$ cat src/rtl/fd_m_pkg.sv
// fd_m_pkg: shared constants, ratio type and duty-threshold helper for the fd_m divider
package fd_m_pkg;
  localparam logic FD_M_DIV_RESET = 1'b1;
  localparam int FD_M_WMAX = 32;
  typedef logic [FD_M_WMAX-1:0] fd_m_ratio_t;
  function automatic fd_m_ratio_t ceil_half(input fd_m_ratio_t m);
    return (m >> 1) + fd_m_ratio_t'(m[0]);
  endfunction
endpackage

$ cat src/rtl/fd_m_chan.sv
// fd_m_chan: one divider channel (counter, glitch-free ratio load, div/tick outputs); duty mode via FD_M_DUTY50_EN
module fd_m_chan
  import fd_m_pkg::*;
#(
  parameter int W = 4
) (
  input  logic         clk_ext,
  input  logic         rst,
  input  logic         en_i,
  input  logic         sync_i,
  input  logic [W-1:0] m_i,
  output logic         div_o,
  output logic         tick_o,
  output logic [W-1:0] m_act_o
);
  logic [W-1:0] r_cnt, r_m_act, w_cnt_nxt;
  logic w_run, w_last, w_load, w_div_nxt, w_tick_nxt;
  // next-state: idle/sync restart, wrap at m_act-1, ratio load only at period boundaries
  always_comb begin
    w_run      = en_i && !sync_i;
    w_last     = (r_m_act > W'(1)) && (r_cnt == r_m_act - 1'b1);
    w_cnt_nxt  = (w_run && !w_last && r_m_act > W'(1)) ? r_cnt + 1'b1 : '0;
    w_tick_nxt = w_run && (w_last || r_m_act == W'(1));
    w_load     = !w_run || r_m_act == '0 || r_cnt == r_m_act - 1'b1;
`ifdef FD_M_DUTY50_EN
    w_div_nxt  = !w_run || r_m_act < W'(2) ||
                 fd_m_ratio_t'(w_cnt_nxt) < ceil_half(fd_m_ratio_t'(r_m_act));
`else
    w_div_nxt  = !(w_run && w_last);
`endif
  end
  // channel state registers with asynchronous reset to parked state
  always_ff @(posedge clk_ext or posedge rst) begin
    if (rst) begin
      r_cnt   <= '0;
      r_m_act <= '0;
      div_o   <= FD_M_DIV_RESET;
      tick_o  <= 1'b0;
    end else begin
      r_cnt  <= w_cnt_nxt;
      div_o  <= w_div_nxt;
      tick_o <= w_tick_nxt;
      if (w_load) r_m_act <= m_i;
    end
  end
  assign m_act_o = r_m_act;
endmodule

$ cat src/rtl/fd_m_multi.sv
// fd_m_multi: NCH-channel programmable integer clock divider with global phase-aligning sync (FD_M_DUTY50_EN selects 50% duty)
module fd_m_multi
  import fd_m_pkg::*;
#(
  parameter int NCH = 2,
  parameter int W   = 4
) (
  input  logic             clk_ext,
  input  logic             rst,
  input  logic [NCH-1:0]   en_i,
  input  logic             sync_i,
  input  logic [NCH*W-1:0] m_i,
  output logic [NCH-1:0]   div_o,
  output logic [NCH-1:0]   tick_o,
  output logic [NCH*W-1:0] m_act_o
);
  for (genvar k = 0; k < NCH; k++) begin : g_ch
    fd_m_chan #(.W(W)) u_chan (
      .clk_ext (clk_ext),
      .rst     (rst),
      .en_i    (en_i[k]),
      .sync_i  (sync_i),
      .m_i     (m_i[k*W +: W]),
      .div_o   (div_o[k]),
      .tick_o  (tick_o[k]),
      .m_act_o (m_act_o[k*W +: W])
    );
  end
endmodule

$ cat config.mk
export PLATFORM = sky130hd
export DESIGN_NAME = fd_m_multi
export DESIGN_NICKNAME = d
export VERILOG_FILES = /design/src/rtl/fd_m_pkg.sv /design/src/rtl/fd_m_chan.sv /design/src/rtl/fd_m_multi.sv
export SDC_FILE = /design/constraint.sdc
export NUM_CORES = 1
export LEC_CHECK = 0
export ABC_AREA = 0
export CORE_MARGIN = 10
export CORE_UTILIZATION = 45
export DETAILED_ROUTE_END_ITERATION = 7
export PLACE_DENSITY = 0.82
export SKIP_CTS_REPAIR_TIMING = 1
export SYNTH_ARGS = -nofsm -noshare
export SYNTH_HDL_FRONTEND = slang
export SYNTH_SLANG_ARGS = --single-unit
$ cat constraint.sdc
create_clock -name clk_ext -period 4.9 [get_ports clk_ext]
set_input_delay 0.735 -clock clk_ext [delete_from_list [all_inputs] [get_ports clk_ext]]
set_output_delay 0.735 -clock clk_ext [all_outputs]
set_load 0.005 [all_outputs]
=== Word level (Yosys, flattened, before mapping) ===
Cells that the tools add are included.

* Output and inout bits: 12
* Logic and storage cells: 47
* Flip-flop bits (word level): 20

* $add $sub $neg: 4
* Reduce and logical (&&, ||, !) cells: 27
* Order comparisons: 2
* Multiplexer cells: 2
* Equal/unequal tests: 4

{| class="wikitable"
|+ Operators by type and width
! cell !! number
|-
| 1-bit logical AND || 12
|-
| 4-bit by 1-bit adder with 4-bit output, second input constant || 2
|-
| 4-bit by 1-bit equality test with 1-bit output, second input constant || 2
|-
| 4-bit equality test || 2
|-
| 4-bit by 1-bit greater-than comparator with 1-bit output, second input constant || 2
|-
| 4-bit zero test || 2
|-
| 4-bit 2-to-1 mux || 2
|-
| 4-bit by 1-bit subtractor with 4-bit output, second input constant || 2
|-
| 1-bit zero test || 7
|-
| 1-bit logical OR || 6
|}

=== Longest topological paths before layout ===
Gate-level depths: netlist (run 1).

* Word-level depth: 7
* Mapped depth: 6
* Mapped depth without buffers: 6

=== Modules after synthesis ===
Synthesis (run 1) repeated with hierarchy kept, for this count alone.

* Cell total of the unflattened synthesis: 96
* Area, all modules: 1088.5 um2

{| class="wikitable"
|+ By module, submodules not included
! module !! area each (um2) !! cells each !! sequential area each (um2) !! instances
|-
| fd_m_chan || 544.3 || 48 || 251.5 || 2
|}

=== Worst setup path after synthesis (run 1) ===
No wires, ideal clock.

* Path kind: reg-to-reg
* From: register g_ch[1].u_chan.r_m_act[0]
* To: register g_ch[1].u_chan.r_m_act[0]
* Path buffers: 0
* Setup slack: 3.108 ns
* Arrival time: 1.667 ns
* Stages on the path, launching flop included: 7
* Library setup time: 0.125 ns
* Cells stage by stage: dfrtp_1 inv_1 ha_1 xnor3_1 nand3_1 o21ai_2 mux2_2

* Word-level cells in the longest chain between the ends: 3

{| class="wikitable"
|+ RTL lines
! what !! line !! RTL
|-
| start: declaration || fd_m_chan.sv:16 || <nowiki>logic [W-1:0] r_cnt, r_m_act, w_cnt_nxt;</nowiki>
|-
| start signal: assignment || fd_m_chan.sv:43 || <nowiki>if (w_load) r_m_act <= m_i;</nowiki>
|-
| 4-bit by 1-bit subtractor with 4-bit output / 4-bit zero test (equally long branches) || fd_m_chan.sv:24 || <nowiki>w_load = !w_run || r_m_act == '0 || r_cnt == r_m_act - 1'b1;</nowiki>
|-
| 4-bit equality test / 1-bit logical OR (equally long branches) || fd_m_chan.sv:24 ||
|-
| 1-bit logical OR * || fd_m_chan.sv:24 ||
|}

Every way passes the cells marked *; elsewhere a longest branch is shown, timed or not.
A chain may end at the register's enable or synchronous reset.

=== Worst setup path in the final report (run 1) ===
* From: register g_ch[0].u_chan.div_o
* To: output div_o[0]

{| class="wikitable"
|+ RTL lines
! what !! line !! RTL
|-
| start: declaration || fd_m_chan.sv:12 || <nowiki>output logic div_o,</nowiki>
|-
| start signal: assignment || fd_m_chan.sv:41 || <nowiki>div_o <= w_div_nxt;</nowiki>
|-
| end: declaration || fd_m_multi.sv:13 || <nowiki>output logic [NCH-1:0] div_o,</nowiki>
|}

No word-level cell between the ends.

==> results.toml, run 1 <==
[outcome]
status = "completed"

[place]
dp_slack_ns = 2.80
placed_cell_area_sq_um = 1350
dp_hpwl_mm = 1.83
gp_congestion = 0.817
dp_cells = 145
numPortBuffers = 24

[power]
leakage_nw = 0.618
ir_drop_uv = 159
pwr-share-seq = 0.494
combinationalPowerShare = 0.249
p_switching_mw = 0.109
p_per_area_nw_per_um2 = 277
switching_share = 0.285
cell_internal_pwr_mw = 0.274
p_clk_frac = 0.257

[min_path]
hold_path_class = "flip-flop to flip-flop"
min_to = "g_ch[1].u_chan.r_cnt[0]"
hp-start = "g_ch[1].u_chan.r_cnt[0]"
hold_path_depth = 1

[routing]
drt_pass1_iterations = 4
routed_wl_mm = 2.30
avgRoutedWirePerCell_um = 15.4
vias_per_cell = 5.21
drtIter0Drc = 17
vias = 776
ant_nets = 0
drc = 0

[clock_tree]
clock-sinks = 20
root_buffer = "clkbuf_4"
htreeDepth = 1
clk_latency_ns = 0.30
max-clock-path-buffers = 2
cts_tree = "yes"
cts_buffers = 3
clk_transition_reported_paths_ns = 0.12

[final_layout]
layout-drive-gt1-share = 0.107
area_delta_synth_final_pct = 25.5
fill_cells = 171
num_antenna_cells = 0
fin_cells = 149
nets = 143
final_area_sq_um = 1380
postLayoutCoreUtil = 0.608

[synthesis]
netlist-cell-type-count = 27
synthesis.instances = 97
synth_common_cells = "18 x dfrtp_1, 11 x nor2_1, 8 x ha_1"
avgSynthCellArea_sq_um = 11.4
syn-num-nets = 118
yosysWarnings = 0
ys_seq_area_frac = 0.456
synth_edf_count = 0
synth_most_common_cell = "dfrtp_1"
yosys.area.top_type = "dfrtp_1"
synth_top_area_share = 0.409
synth.area.top_cells = "dfrtp_1 41%, ha_1 9.1%, a32o_1 5.4%"
syn_area_sq_um = 1100
synth-seq-cells = 20
async_reset_ff_frac = 1.00
synth_flop_cell = "dfrtp_1"

[sta]
timing.final.max_slew_violations = 0
period_minus_slack_ns = 2.06
rsz0062_at_grt = "no"
setup_tns_ns = 0
skew_ns = 0.00561
finalHoldViolCount = 0
tightest_slew_ns = 0.729
relSlewSlack = 0.513
finalSetupViolCount = 0
finalCritPeriodShare = 0.421
worst_slack_ns = 2.84
fmax_mhz = 485

[setup_path]
r2r_slack_ns = 2.90
critPathLaunchType = "flip-flop"
crit_arrival_ns = 1.33
path_class = "flip-flop to output port"
slowest_delay_ns = 0.53
crit_chain = "clkdlybuf4s50_1"
cp.required_ns = 4.16
crit_path_max_fanout = 1
end_kind = "output port"
critPathTopFamily = "flip-flops"
cp_slowest_cell = "dfstp_2"
regToRegStartpoint = "g_ch[1].u_chan.m_act_o[0]"
r2r_cells = 6
r2r_end = "g_ch[1].u_chan.m_act_o[1]"
cp_num_buf_inv = 1

[floorplan]
die_w_um = 69.5
die_area_sq_um = 4830
start_util = 0.484
num_rows = 17
die_h_um = 69.5
core_sq_um = 2280
ios = 25

[global_route]
overflow = 0
grt_pass1_wl_mm = 3.89
grt_max_degree = 21
track_usage = 0.0974
antenna_found_initial = 0
grt_pass1_vias = 844

[run]
drv_cap = 0
[sequential cells by signal (all words and copies together), names as in the netlist]
signal and flops:
g_ch.u_chan.tick_o 2, g_ch.u_chan.m_act_o 8, g_ch.u_chan.r_cnt 8, g_ch.u_chan.div_o 2
[kinds of logic (layout without fill, tap and decap cells)]
kind of cell | count (synthesis) | in the layout | share of synthesized area
AND/OR/NAND/NOR | 28 | 28 | 0.126
flip-flops | 20 | 20 | 0.456
AO/OA/AOI/OAI | 14 | 14 | 0.106
XOR/XNOR | 14 | 14 | 0.136
buffers and inverters | 9 | 33 | 0.0443
adder cells (fa/ha/maj) | 8 | 8 | 0.0908
multiplexers | 4 | 4 | 0.0409
[layer usage]
metal | GRT usage | routed length (um)
met4 | 0.0599 | 59
met5 | 0 | 0
met1 | 0.120 | 1040
met3 | 0.0257 | 98
met2 | 0.146 | 1090
[power by group through the flow]
stage | Clock (mW) | Sequential, mW | Combinational, mW
global placement | 0 | 0.192 | 0.0930
finish | 0.0986 | 0.189 | 0.0953
floorplan | 0 | 0.190 | 0.0587
detailed placement | 0 | 0.193 | 0.0960
global route | 0.108 | 0.192 | 0.105
CTS | 0.101 | 0.190 | 0.0965
[area by class of cell]
cell class,count,area [sq um],area share
Multi-Input combinational cell,68,551,0.398
Inverter,5,18.8,0.0136
Clock buffer,4,36.3,0.0262
Timing Repair Buffer,24,240,0.174
Tap cell,28,35.0,0.0253
Sequential cell,20,503,0.363
[worst max-delay path by stage]
stage,startpoint,end,slack [ns],depth (start not counted)
2_1_floorplan,g_ch[1].u_chan.m_act_o[0],g_ch[1].u_chan.m_act_o[0],3.11,6
3_3_place_gp,sync_i,g_ch[0].u_chan.m_act_o[1],2.85,4
3_5_place_dp,sync_i,g_ch[0].u_chan.m_act_o[1],2.80,4
4_1_cts,g_ch[0].u_chan.div_o,div_o[0],2.82,1
5_1_grt,g_ch[1].u_chan.m_act_o[0],g_ch[1].u_chan.m_act_o[1],2.76,6
6_report,g_ch[0].u_chan.div_o,div_o[0],2.84,1
[per-stage QoR]
stage	total power [mW]	hold WS [ns]
after floorplan	0.249	0.471
final	0.383	0.517
after global routing	0.405	0.540
after CTS	0.388	0.518
after global placement	0.285	0.489
after detailed placement	0.289	0.499
[layout by cell type (no fill, tap or decap)]
master | Yosys | routed
a21oi_1 | 3 | 3
a32o_1 | 6 | 6
and2b_1 | 1 | 1
and3_1 | 2 | 2
clkbuf_4 | 0 | 3
clkbuf_8 | 0 | 1
clkdlybuf4s50_1 | 0 | 24
dfrtp_1 | 18 | 18
dfstp_2 | 2 | 2
ha_1 | 8 | 8
inv_1 | 5 | 5
mux2_1 | 2 | 2
mux2_2 | 2 | 2
nand2_1 | 3 | 3
nand2b_1 | 1 | 1
nand3_1 | 3 | 3
nand3_2 | 1 | 1
nor2_1 | 11 | 11
nor2b_1 | 1 | 1
nor3_1 | 2 | 2
o211ai_2 | 1 | 1
o21ai_0 | 2 | 2
o21ai_2 | 1 | 1
o31a_2 | 1 | 1
or2_1 | 2 | 2
or2_2 | 1 | 1
xnor2_1 | 6 | 6
xnor3_1 | 2 | 2
xor2_1 | 6 | 6
No activity file was read; power rests on OpenSTA's default activity.
==> run 2, diff against run 1 <==
--- a/config.mk
+++ b/config.mk
@@ -7,9 +7,9 @@
 export LEC_CHECK = 0
 export ABC_AREA = 0
 export CORE_MARGIN = 10
-export CORE_UTILIZATION = 45
+export CORE_UTILIZATION = 44
 export DETAILED_ROUTE_END_ITERATION = 7
-export PLACE_DENSITY = 0.82
+export PLACE_DENSITY = 0.83
 export SKIP_CTS_REPAIR_TIMING = 1
 export SYNTH_ARGS = -nofsm -noshare
 export SYNTH_HDL_FRONTEND = slang
==> constraint.sdc (replaced) <==
create_clock -name clk_ext -period 1.7 [get_ports clk_ext]
set_input_delay 0.255 -clock clk_ext [delete_from_list [all_inputs] [get_ports clk_ext]]
set_output_delay 0.255 -clock clk_ext [all_outputs]
set_load 0.005 [all_outputs]
==> run 2 against run 1 <==
Net effect:
- the flow now finishes with violations (setup timing)
- clock-buffer cell count is the same
- sequential power grew to 2.9 times the previous value
- register-to-register slack lost 2.9 ns
==> results.toml, run 2 (same netlist as run 1, synthesis figures left out) <==
[setup_path]
cp_num_buf_inv = 1
critPathLaunchType = "flip-flop"
slowest_delay_ns = 0.40
end_kind = "flip-flop"
critPathTopFamily = "flip-flops"
cp_slowest_cell = "dfrtp_1"
crit_arrival_ns = 1.93
crit_path_max_fanout = 4
cp.required_ns = 1.89
crit_chain = "inv_2 > ha_4 > xor2_2 > nand3_2 > o211ai_4 > mux2_4"
path_class = "flip-flop to flip-flop"

[clock_tree]
cts_tree = "yes"
clock-sinks = 20
max-clock-path-buffers = 2
clk_latency_ns = 0.29
clk_transition_reported_paths_ns = 0.12
root_buffer = "clkbuf_4"
htreeDepth = 1
cts_buffers = 3

[floorplan]
ios = 25
core_sq_um = 2430
die_h_um = 70.1
start_util = 0.453
num_rows = 18
die_w_um = 70.1
die_area_sq_um = 4910

[place]
numPortBuffers = 24
dp_hpwl_mm = 2.09
gp_congestion = 0.840
dp_slack_ns = -0.0631

[routing]
avgRoutedWirePerCell_um = 16.8
vias = 862
drt_pass1_iterations = 4
routed_wl_mm = 2.77
drtIter0Drc = 45
ant_nets = 0
vias_per_cell = 5.22
drc = 0

[final_layout]
nets = 157
layout-drive-gt1-share = 0.356
fill_cells = 191
area_delta_synth_final_pct = 49.1
final_cell_mix = "22 x clkdlybuf4s50_1, 16 x dfrtp_1, 13 x buf_4, 11 x nor2_1, 6 x a32o_1"
num_antenna_cells = 0
final_common_cell = "clkdlybuf4s50_1"
postLayoutCoreUtil = 0.676

[power]
pwr-share-seq = 0.442
switching_share = 0.297
combinationalPowerShare = 0.335
leakage_nw = 0.739
total_power_mw = 1.24
p_per_area_nw_per_um2 = 751
cell_internal_pwr_mw = 0.868
p_switching_mw = 0.367
ir_drop_uv = 545
p_clk_frac = 0.223

[global_route]
grt_pass1_wl_mm = 4.42
grt_max_degree = 12
grt_pass1_vias = 957
overflow = 0
antenna_found_initial = 0
track_usage = 0.107

[sta]
timing.final.max_slew_violations = 0
rsz0062_at_grt = "yes"
finalHoldViolCount = 0
hold_ws_ns = 0.250
finalSetupViolCount = 2
skew_ns = 0.00424
period_minus_slack_ns = 1.73
tightest_slew_ns = 0.435
worst_slack_ns = -0.0347
finalCritPeriodShare = 1.02
relSlewSlack = 0.708
fmax_mhz = 576

[min_path]
hold_path_class = "primary input to async pin"

[run]
drv_cap = 0

[outcome]
status = "finished, violations left"
violations = "setup timing"
[run 2: cell count changes in the layout (fill, tap and decap cells not counted), sizes merged]
cell / change
clkdlybuf4s50: -2
buf: +14
dlymetal6s2s: +2
[run 2: stage by stage]
stage / instance area (sq um) / instances / setup TNS, ns
3_5_place_dp: 1440 / 158 / -0.111
6_report: 1640 / 165 / -0.0671
3_3_place_gp: 1440 / 158 / -0.00188
2_1_floorplan: 1110 / 97 / -0.0552
4_1_cts: 1480 / 162 / -0.156
5_1_grt: 1640 / 165 / -0.349
[run 2: final cells by class]
cell class / count / area [sq um] / share of cell area
Tap cell: 30 / 37.5 / 0.0228
Sequential cell: 20 / 505 / 0.307
Clock buffer: 4 / 36.3 / 0.0221
Inverter: 5 / 18.8 / 0.0114
Timing Repair Buffer: 38 / 354 / 0.215
Multi-Input combinational cell: 68 / 692 / 0.421
[run 2: per-layer routing]
metal	GRT usage	routed length (um)
met4	0.0373	21
met1	0.110	1040
met2	0.196	1560
met3	0.0367	151
met5	0	0
[run 2: path summary, 6_finish.rpt]
| kind | start | to | slack, ns | cells past startpoint |
|---|---|---|---|---|
| worst max-delay path | g_ch[0].u_chan.m_act_o[1] | g_ch[0].u_chan.m_act_o[1] | -0.03 | 6 |
| worst min-delay path | rst | g_ch[0].u_chan.m_act_o[1] | 0.25 | 2 |
| worst max register to register | g_ch[0].u_chan.m_act_o[1] | g_ch[0].u_chan.m_act_o[1] | -0.03 | 6 |
| worst min register to register | g_ch[0].u_chan.r_cnt[0] | g_ch[0].u_chan.r_cnt[0] | 0.51 | 1 |
| max in group asynchronous | rst | g_ch[0].u_chan.m_act_o[2] | 1.00 | 3 |
| min in group clk_ext | g_ch[0].u_chan.r_cnt[0] | g_ch[0].u_chan.r_cnt[0] | 0.51 | 1 |
[run 2: power by group through the flow]
stage                     Combinational [mW]  Sequential, mW  Clock, mW
after global routing                   0.447           0.551      0.302
final                                  0.414           0.546      0.275
after detailed placement               0.322           0.549          0
after floorplan                        0.170           0.549          0
after CTS                              0.324           0.540      0.290
after global placement                 0.308           0.546          0
==> run 3, diff against run 2 <==
--- a/config.mk
+++ b/config.mk
@@ -5,7 +5,6 @@
 export SDC_FILE = /design/constraint.sdc
 export NUM_CORES = 1
 export LEC_CHECK = 0
-export ABC_AREA = 0
 export CORE_MARGIN = 10
 export CORE_UTILIZATION = 44
 export DETAILED_ROUTE_END_ITERATION = 7
==> results of run 3 <==
Final layout, timing and power as in run 2 (identical DEF).
